## config.mk

```make
export PLATFORM = sky130hd
export DESIGN_NAME = uart_tx
export DESIGN_NICKNAME = d
export VERILOG_FILES = /design/src/rtl/uart_tx.sv
export SDC_FILE = /design/constraint.sdc
export NUM_CORES = 1
export LEC_CHECK = 0
export ABC_AREA = 1
export CAP_MARGIN = 15
export CELL_PAD_IN_SITES_DETAIL_PLACEMENT = 2
export CELL_PAD_IN_SITES_GLOBAL_PLACEMENT = 2
export CORE_ASPECT_RATIO = 0.8
export CORE_UTILIZATION = 30
export DETAILED_ROUTE_END_ITERATION = 12
export PLACE_DENSITY_LB_ADDON = 0.1
export SYNTH_ARGS = -nofsm -noshare
export SYNTH_HDL_FRONTEND = slang
export SYNTH_SLANG_ARGS = --single-unit
export TNS_END_PERCENT = 50
```

## constraint.sdc

```tcl
create_clock -name clkIn -period 1.8 [get_ports clkIn]
set_input_delay 0.36 -clock clkIn [delete_from_list [all_inputs] [get_ports clkIn]]
set_output_delay 0.36 -clock clkIn [all_outputs]
set_load 0.005 [all_outputs]
```

## src/rtl/uart_tx.sv

```systemverilog
// -----------------------------------------------------------------------------
// uart_tx -- frame serialiser for an asynchronous serial line.
//
// Accepts one payload through a valid/ready handshake and shifts it out LSB
// first, framed by a start bit, an optional parity bit and one or two stop
// bits. Bit timing comes entirely from an external baud tick: every tick ends
// the current bit period and starts the next one. An accepted payload waits
// in ARMED until the first tick, so the start bit always lasts a full period.
//
// Parameters
//   DATA_BITS  payload width per frame (5..9)
//   PARITY_EN  1 inserts a parity bit after the data bits
//   PARITY_ODD 1 selects odd parity, 0 even (ignored when PARITY_EN=0)
//   STOP_BITS  number of stop-bit periods (1 or 2)
//
// Ports
//   clkIn     system clock, rising edge
//   rstIn     asynchronous, active-high reset
//   tickIn    one-cycle baud tick; interval between ticks is one bit period
//   dataIn    payload, sampled on acceptance
//   validIn   producer offers dataIn
//   readyOut  1 only while IDLE; a payload is accepted when valid & ready
//   txOut     registered serial line, idles at 1
//   busyOut   inverse of readyOut: a frame is pending or in progress
//   doneOut   one-cycle pulse on the tick that completes the final stop bit
// -----------------------------------------------------------------------------
module uart_tx #(
   parameter int DATA_BITS  = 8,
   parameter bit PARITY_EN  = 1'b0,
   parameter bit PARITY_ODD = 1'b0,
   parameter int STOP_BITS  = 1
) (
   input  logic                 clkIn,
   input  logic                 rstIn,
   input  logic                 tickIn,
   input  logic [DATA_BITS-1:0] dataIn,
   input  logic                 validIn,
   output logic                 readyOut,
   output logic                 txOut,
   output logic                 busyOut,
   output logic                 doneOut
);

   // The bit index only has to reach DATA_BITS-1.
   localparam int                CNT_W     = (DATA_BITS > 1) ? $clog2(DATA_BITS) : 1;
   localparam logic [CNT_W-1:0]  LAST_BIT  = CNT_W'(DATA_BITS - 1);
   localparam logic              LAST_STOP = 1'(STOP_BITS - 1);

   typedef enum logic [2:0] {
      IDLE,
      ARMED,
      START,
      DATA,
      PARITY,
      STOP
   } state_t;

   state_t               stateQ,   stateD;
   logic [DATA_BITS-1:0] shiftQ,   shiftD;
   logic [CNT_W-1:0]     bitCntQ,  bitCntD;
   logic                 stopCntQ, stopCntD;
   logic                 parityQ,  parityD;
   logic                 txD;
   logic                 doneD;

   // --------------------------------------------------------------------------
   // State register: FSM state plus every datapath and output register.
   // --------------------------------------------------------------------------
   // NOTE: the async reset clears the shift register and counters along with
   // the state so an aborted frame leaves nothing behind for the next one.
   always_ff @(posedge clkIn or posedge rstIn) begin
      if (rstIn) begin
         stateQ   <= IDLE;
         shiftQ   <= '0;
         bitCntQ  <= '0;
         stopCntQ <= 1'b0;
         parityQ  <= 1'b0;
         txOut    <= 1'b1;
         doneOut  <= 1'b0;
      end else begin
         // NOTE: non-blocking assignments so every register updates from the
         // values present before the edge, independent of statement order.
         stateQ   <= stateD;
         shiftQ   <= shiftD;
         bitCntQ  <= bitCntD;
         stopCntQ <= stopCntD;
         parityQ  <= parityD;
         txOut    <= txD;
         doneOut  <= doneD;
      end
   end

   // --------------------------------------------------------------------------
   // Next-state logic. Ticks are only looked at outside IDLE, so a tick that
   // coincides with acceptance does not shorten the start bit.
   // --------------------------------------------------------------------------
   always_comb begin
      // NOTE: default first so every path assigns stateD and no latch forms.
      stateD = stateQ;
      unique case (stateQ)
         IDLE:    if (validIn) stateD = ARMED;
         ARMED:   if (tickIn)  stateD = START;
         START:   if (tickIn)  stateD = DATA;
         DATA: begin
            if (tickIn && (bitCntQ == LAST_BIT))
               stateD = PARITY_EN ? PARITY : STOP;
         end
         PARITY:  if (tickIn)  stateD = STOP;
         STOP: begin
            if (tickIn && (stopCntQ == LAST_STOP))
               stateD = IDLE;
         end
         default: stateD = IDLE;
      endcase
   end

   // --------------------------------------------------------------------------
   // Output / datapath logic: next values for the line, the done pulse, the
   // shift register and the counters. txOut only changes on a tick, so the
   // line is stable for the whole bit period.
   // --------------------------------------------------------------------------
   always_comb begin
      txD      = txOut;
      doneD    = 1'b0;
      shiftD   = shiftQ;
      bitCntD  = bitCntQ;
      stopCntD = stopCntQ;
      parityD  = parityQ;
      unique case (stateQ)
         IDLE: begin
            if (validIn) begin
               shiftD  = dataIn;
               // Parity is taken from the latched payload, before any shifting.
               parityD = (^dataIn) ^ PARITY_ODD;
            end
         end
         ARMED: begin
            if (tickIn) txD = 1'b0;
         end
         START: begin
            if (tickIn) begin
               txD     = shiftQ[0];
               shiftD  = shiftQ >> 1;
               bitCntD = '0;
            end
         end
         DATA: begin
            if (tickIn) begin
               if (bitCntQ == LAST_BIT) begin
                  txD      = PARITY_EN ? parityQ : 1'b1;
                  stopCntD = 1'b0;
               end else begin
                  txD     = shiftQ[0];
                  shiftD  = shiftQ >> 1;
                  bitCntD = bitCntQ + 1'b1;
               end
            end
         end
         PARITY: begin
            if (tickIn) begin
               txD      = 1'b1;
               stopCntD = 1'b0;
            end
         end
         STOP: begin
            if (tickIn) begin
               if (stopCntQ == LAST_STOP) doneD = 1'b1;
               else                       stopCntD = stopCntQ + 1'b1;
            end
         end
         default: begin
            txD = 1'b1;
         end
      endcase
   end

   assign readyOut = (stateQ == IDLE);
   assign busyOut  = ~readyOut;

endmodule

```

==> run_results.csv <==
group,metric,value,unit
outcome,outcome,"complete, no violations",
setup_path,crit_type,"flop to primary output",
drt,drt-total-wl,2.80,mm
setup_path,path_cells,"nor2_4 > nand2_2 > clkdlybuf4s50_1",
timing,holdWs,0.419,ns
timing,tightest_slew,0.322,ns
clock_network,numCtsBuffers,3,
layout,final_area,0.00129,mm²
synthesis,synth_seq_area_share,39.7,%
setup_path,cp_slowest_cell,"clkdlybuf4s50_1",
synthesis,synthXorXnorAreaFrac,0,%
layout,syn_to_final_growth,27.7,%
synthesis,synth_cells,132,
timing,hold_violations,0,
drt,vias_per_cell,4.84,
timing,finalSetupTns,0,ns
placement,dp_hpwl,2.14,mm
placement,placed_area,0.00121,mm²
clock_network,hold_buffers,0,
setup_path,startpoint_type,"flop",
clock_network,clock_path_buffers,2,
drt,drtAntennaViolNets,0,
drt,detail_route.wl_per_cell,14.4,µm
layout,fin_nets,170,
synthesis,yosys_warnings,0,
placement,gp_congestion,0.734,
timing,max_slew_margin,78.5,%
synthesis,synth_nets,146,
setup_path,endpoint_kind,"primary output",
drt,dr.pass1.iters,4,
synthesis,synth-seq-cells,16,
placement,place_inst,188,
setup_path,crit_fanout,3,
timing,rsz0062_at_grt,"false",
placement,numPortBuffers,15,
die,die_x,66.9,µm
layout,layout.cells.non_filler,195,
timing,min_period,1.66,ns
timing,period_share,92.0,%
synthesis,syn_area_per_cell,7.67,µm²
job,drv_cap,0,
drt,drc_errors,0,
synthesis,synthSimpleGateAreaFrac,43.4,%
drt,drtIter0Drc,21,
pwr,pwr_density_cell,1750,mW/mm²
die,ios,16,
clock_network,clock_latency,0.25,ns
setup_path,worst-path-buf-inv,1,
global_routing,grt_pass1_wl,4.49,mm
timing,finClkSkew,0.00135,ns
pwr,power.leakage,0.680,nW
pwr,ir_drop,497,µV
synthesis,synth_fa_ha_area_share,2.47,%
die,rows,18,
global_routing,grt_max_degree,17,
synthesis,synth_top_family_by_area,"simple AND/OR/NAND/NOR gates",
setup_path,slowest_delay,0.44,ns
layout,drive_gt1_share,18.1,%
timing,slew_violations,0,
die,die_h,54.0,µm
clock_network,cts_root_buf,"clkbuf_8",
die,initial_utilization,32.1,%
global_routing,antenna_found_initial,0,
clock_network,cts_max_level,1,
timing,finalSetupViolations,0,
layout,fillCellCount,374,
min_path,hp-class,"input pin to asynchronous set/reset pin",
timing,fmax,0.604,GHz
synthesis,synth_area_leaders,"dfrtp_1 37%, nand2_1 22%, nand3_1 8.4%",
die,core,0.00315,mm²
global_routing,grtUsageTotal,17.7,%
synthesis,synth_compound_area_share,5.44,%
die,dieArea,0.00361,mm²
setup_path,cp_data_required_time,1.44,ns
clock_network,cts_tree,"yes",
drt,routed-via-count,943,
setup_path,arrival,1.30,ns
layout,diodes,0,
synthesis,synth.area.mux_share,0,%
synthesis,yosys.area.top_type,"dfrtp_1",
synthesis,yosysTopAreaCellShare,37.1,%
setup_path,path_delay_family,"buffers and inverters",
clock_network,cts_sinks,16,
synthesis,synth.distinct_cells,26,
global_routing,grt_pass1_vias,951,
clock_network,clk_pin_slew,0.07,ns
synthesis,netlist_area,0.00101,mm²
global_routing,grt_overflow,0,
==> through the flow <==
stage / setup slack (ns) / utilization (%) / power (mW)
after floorplan: 0.367 / - / 1.55
after global placement: 0.162 / 38.3 / 1.84
after detailed placement: 0.0843 / 38.3 / 1.91
after CTS: 0.000178 / 40.4 / 2.27
after global routing: 0.0112 / 41.0 / 2.48
final: 0.145 / 41.0 / 2.26
==> what timing repair did <==
item	4_1_cts	5_1_grt
cloned	0	0
setup endpoints to repair	1	1
resized for setup	1	2
pin swaps	1	1
setup buffers	1	2
==> power by group <==
group          switching, mW  internal (mW)  leakage, nW
combinational          0.797          0.502        0.452
clock                  0.128          0.194       0.0288
sequential             0.104          0.534        0.199
total                   1.03           1.23        0.680
==> per-layer routing <==
layer,vias up,wire length [µm],part of all wire (%),track usage [%]
li1,463,-,-,-
met1,464,1340,48,22.3
met2,14,1350,48,30.3
met3,2,100,3.6,5.08
met4,0,10,0.36,3.19
met5,-,0,0,0
==> registers in the layout (all words and copies together) (netlist names) <==
name,cells
bitCntQ,3
shiftQ,8
txOut,1
doneOut,1
stateQ,3
==> path summary, 6_finish.rpt <==
| kind | cells past startpoint | end | startpoint | slack [ns] |
|---|---|---|---|---|
| worst min-delay path | 3 | bitCntQ[2] | rstIn | 0.42 |
| worst max-delay path | 3 | busyOut | stateQ[0] | 0.14 |
| worst max register to register | 8 | shiftQ[7] | bitCntQ[0] | 0.16 |
| min in group clkIn | 2 | shiftQ[0] | shiftQ[0] | 0.48 |
| max in group asynchronous | 3 | txOut | rstIn | 1.12 |
| worst min register to register | 2 | shiftQ[0] | shiftQ[0] | 0.48 |
==> cell type report <==
cell class	count	area [µm²]	area share, %
Clock buffer	4	55.1	4.26
Timing Repair Buffer	22	205	15.9
Sequential cell	16	403	31.2
Multi-Input combinational cell	101	522	40.4
Tap cell	40	50.0	3.87
Inverter	12	57.6	4.45
==> cell usage in the layout (no fill, tap or decap), types with 2 or more instances in the layout <==
cell type / instances
a21oi_1: 2
buf_4: 7
clkbuf_8: 4
clkdlybuf4s50_1: 14
dfrtp_1: 14
ha_1: 2
inv_1: 8
inv_2: 2
nand2_1: 57
nand2_2: 3
nand3_1: 17
nor2_1: 5
o21ai_0: 2
o21ai_1: 2
==> kinds of logic (layout without fill, tap and decap cells) <==
logic type               Yosys count  in the layout
AO/OA/AOI/OAI                      8              8
adder cells (fa/ha/maj)            2              2
buffers and inverters             15             38
flip-flops                        16             16
AND/OR/NAND/NOR                   91             91
==> synthesized netlist by cell type <==
library cell	instances
nand2_1	58
nand3_1	17
dfrtp_1	15
inv_1	8
nor2_1	5
buf_6	3
a21oi_1	2
ha_1	2
inv_2	2
nand2_2	2
o21ai_0	2
o21ai_1	2
a21oi_4	1
dfstp_2	1
inv_6	1
inv_8	1
nand2_4	1
nand2_8	1
nand3b_1	1
nand4_1	1
nor2_2	1
nor2_4	1
nor2_8	1
nor3_4	1
o21ai_2	1
or2_1	1
==> worst min-delay path: cells and delay by family <==
kind / cells / cell delay [ns]
buffers and inverters: 3 / 0.68
No activity file was read; power rests on OpenSTA's default activity.
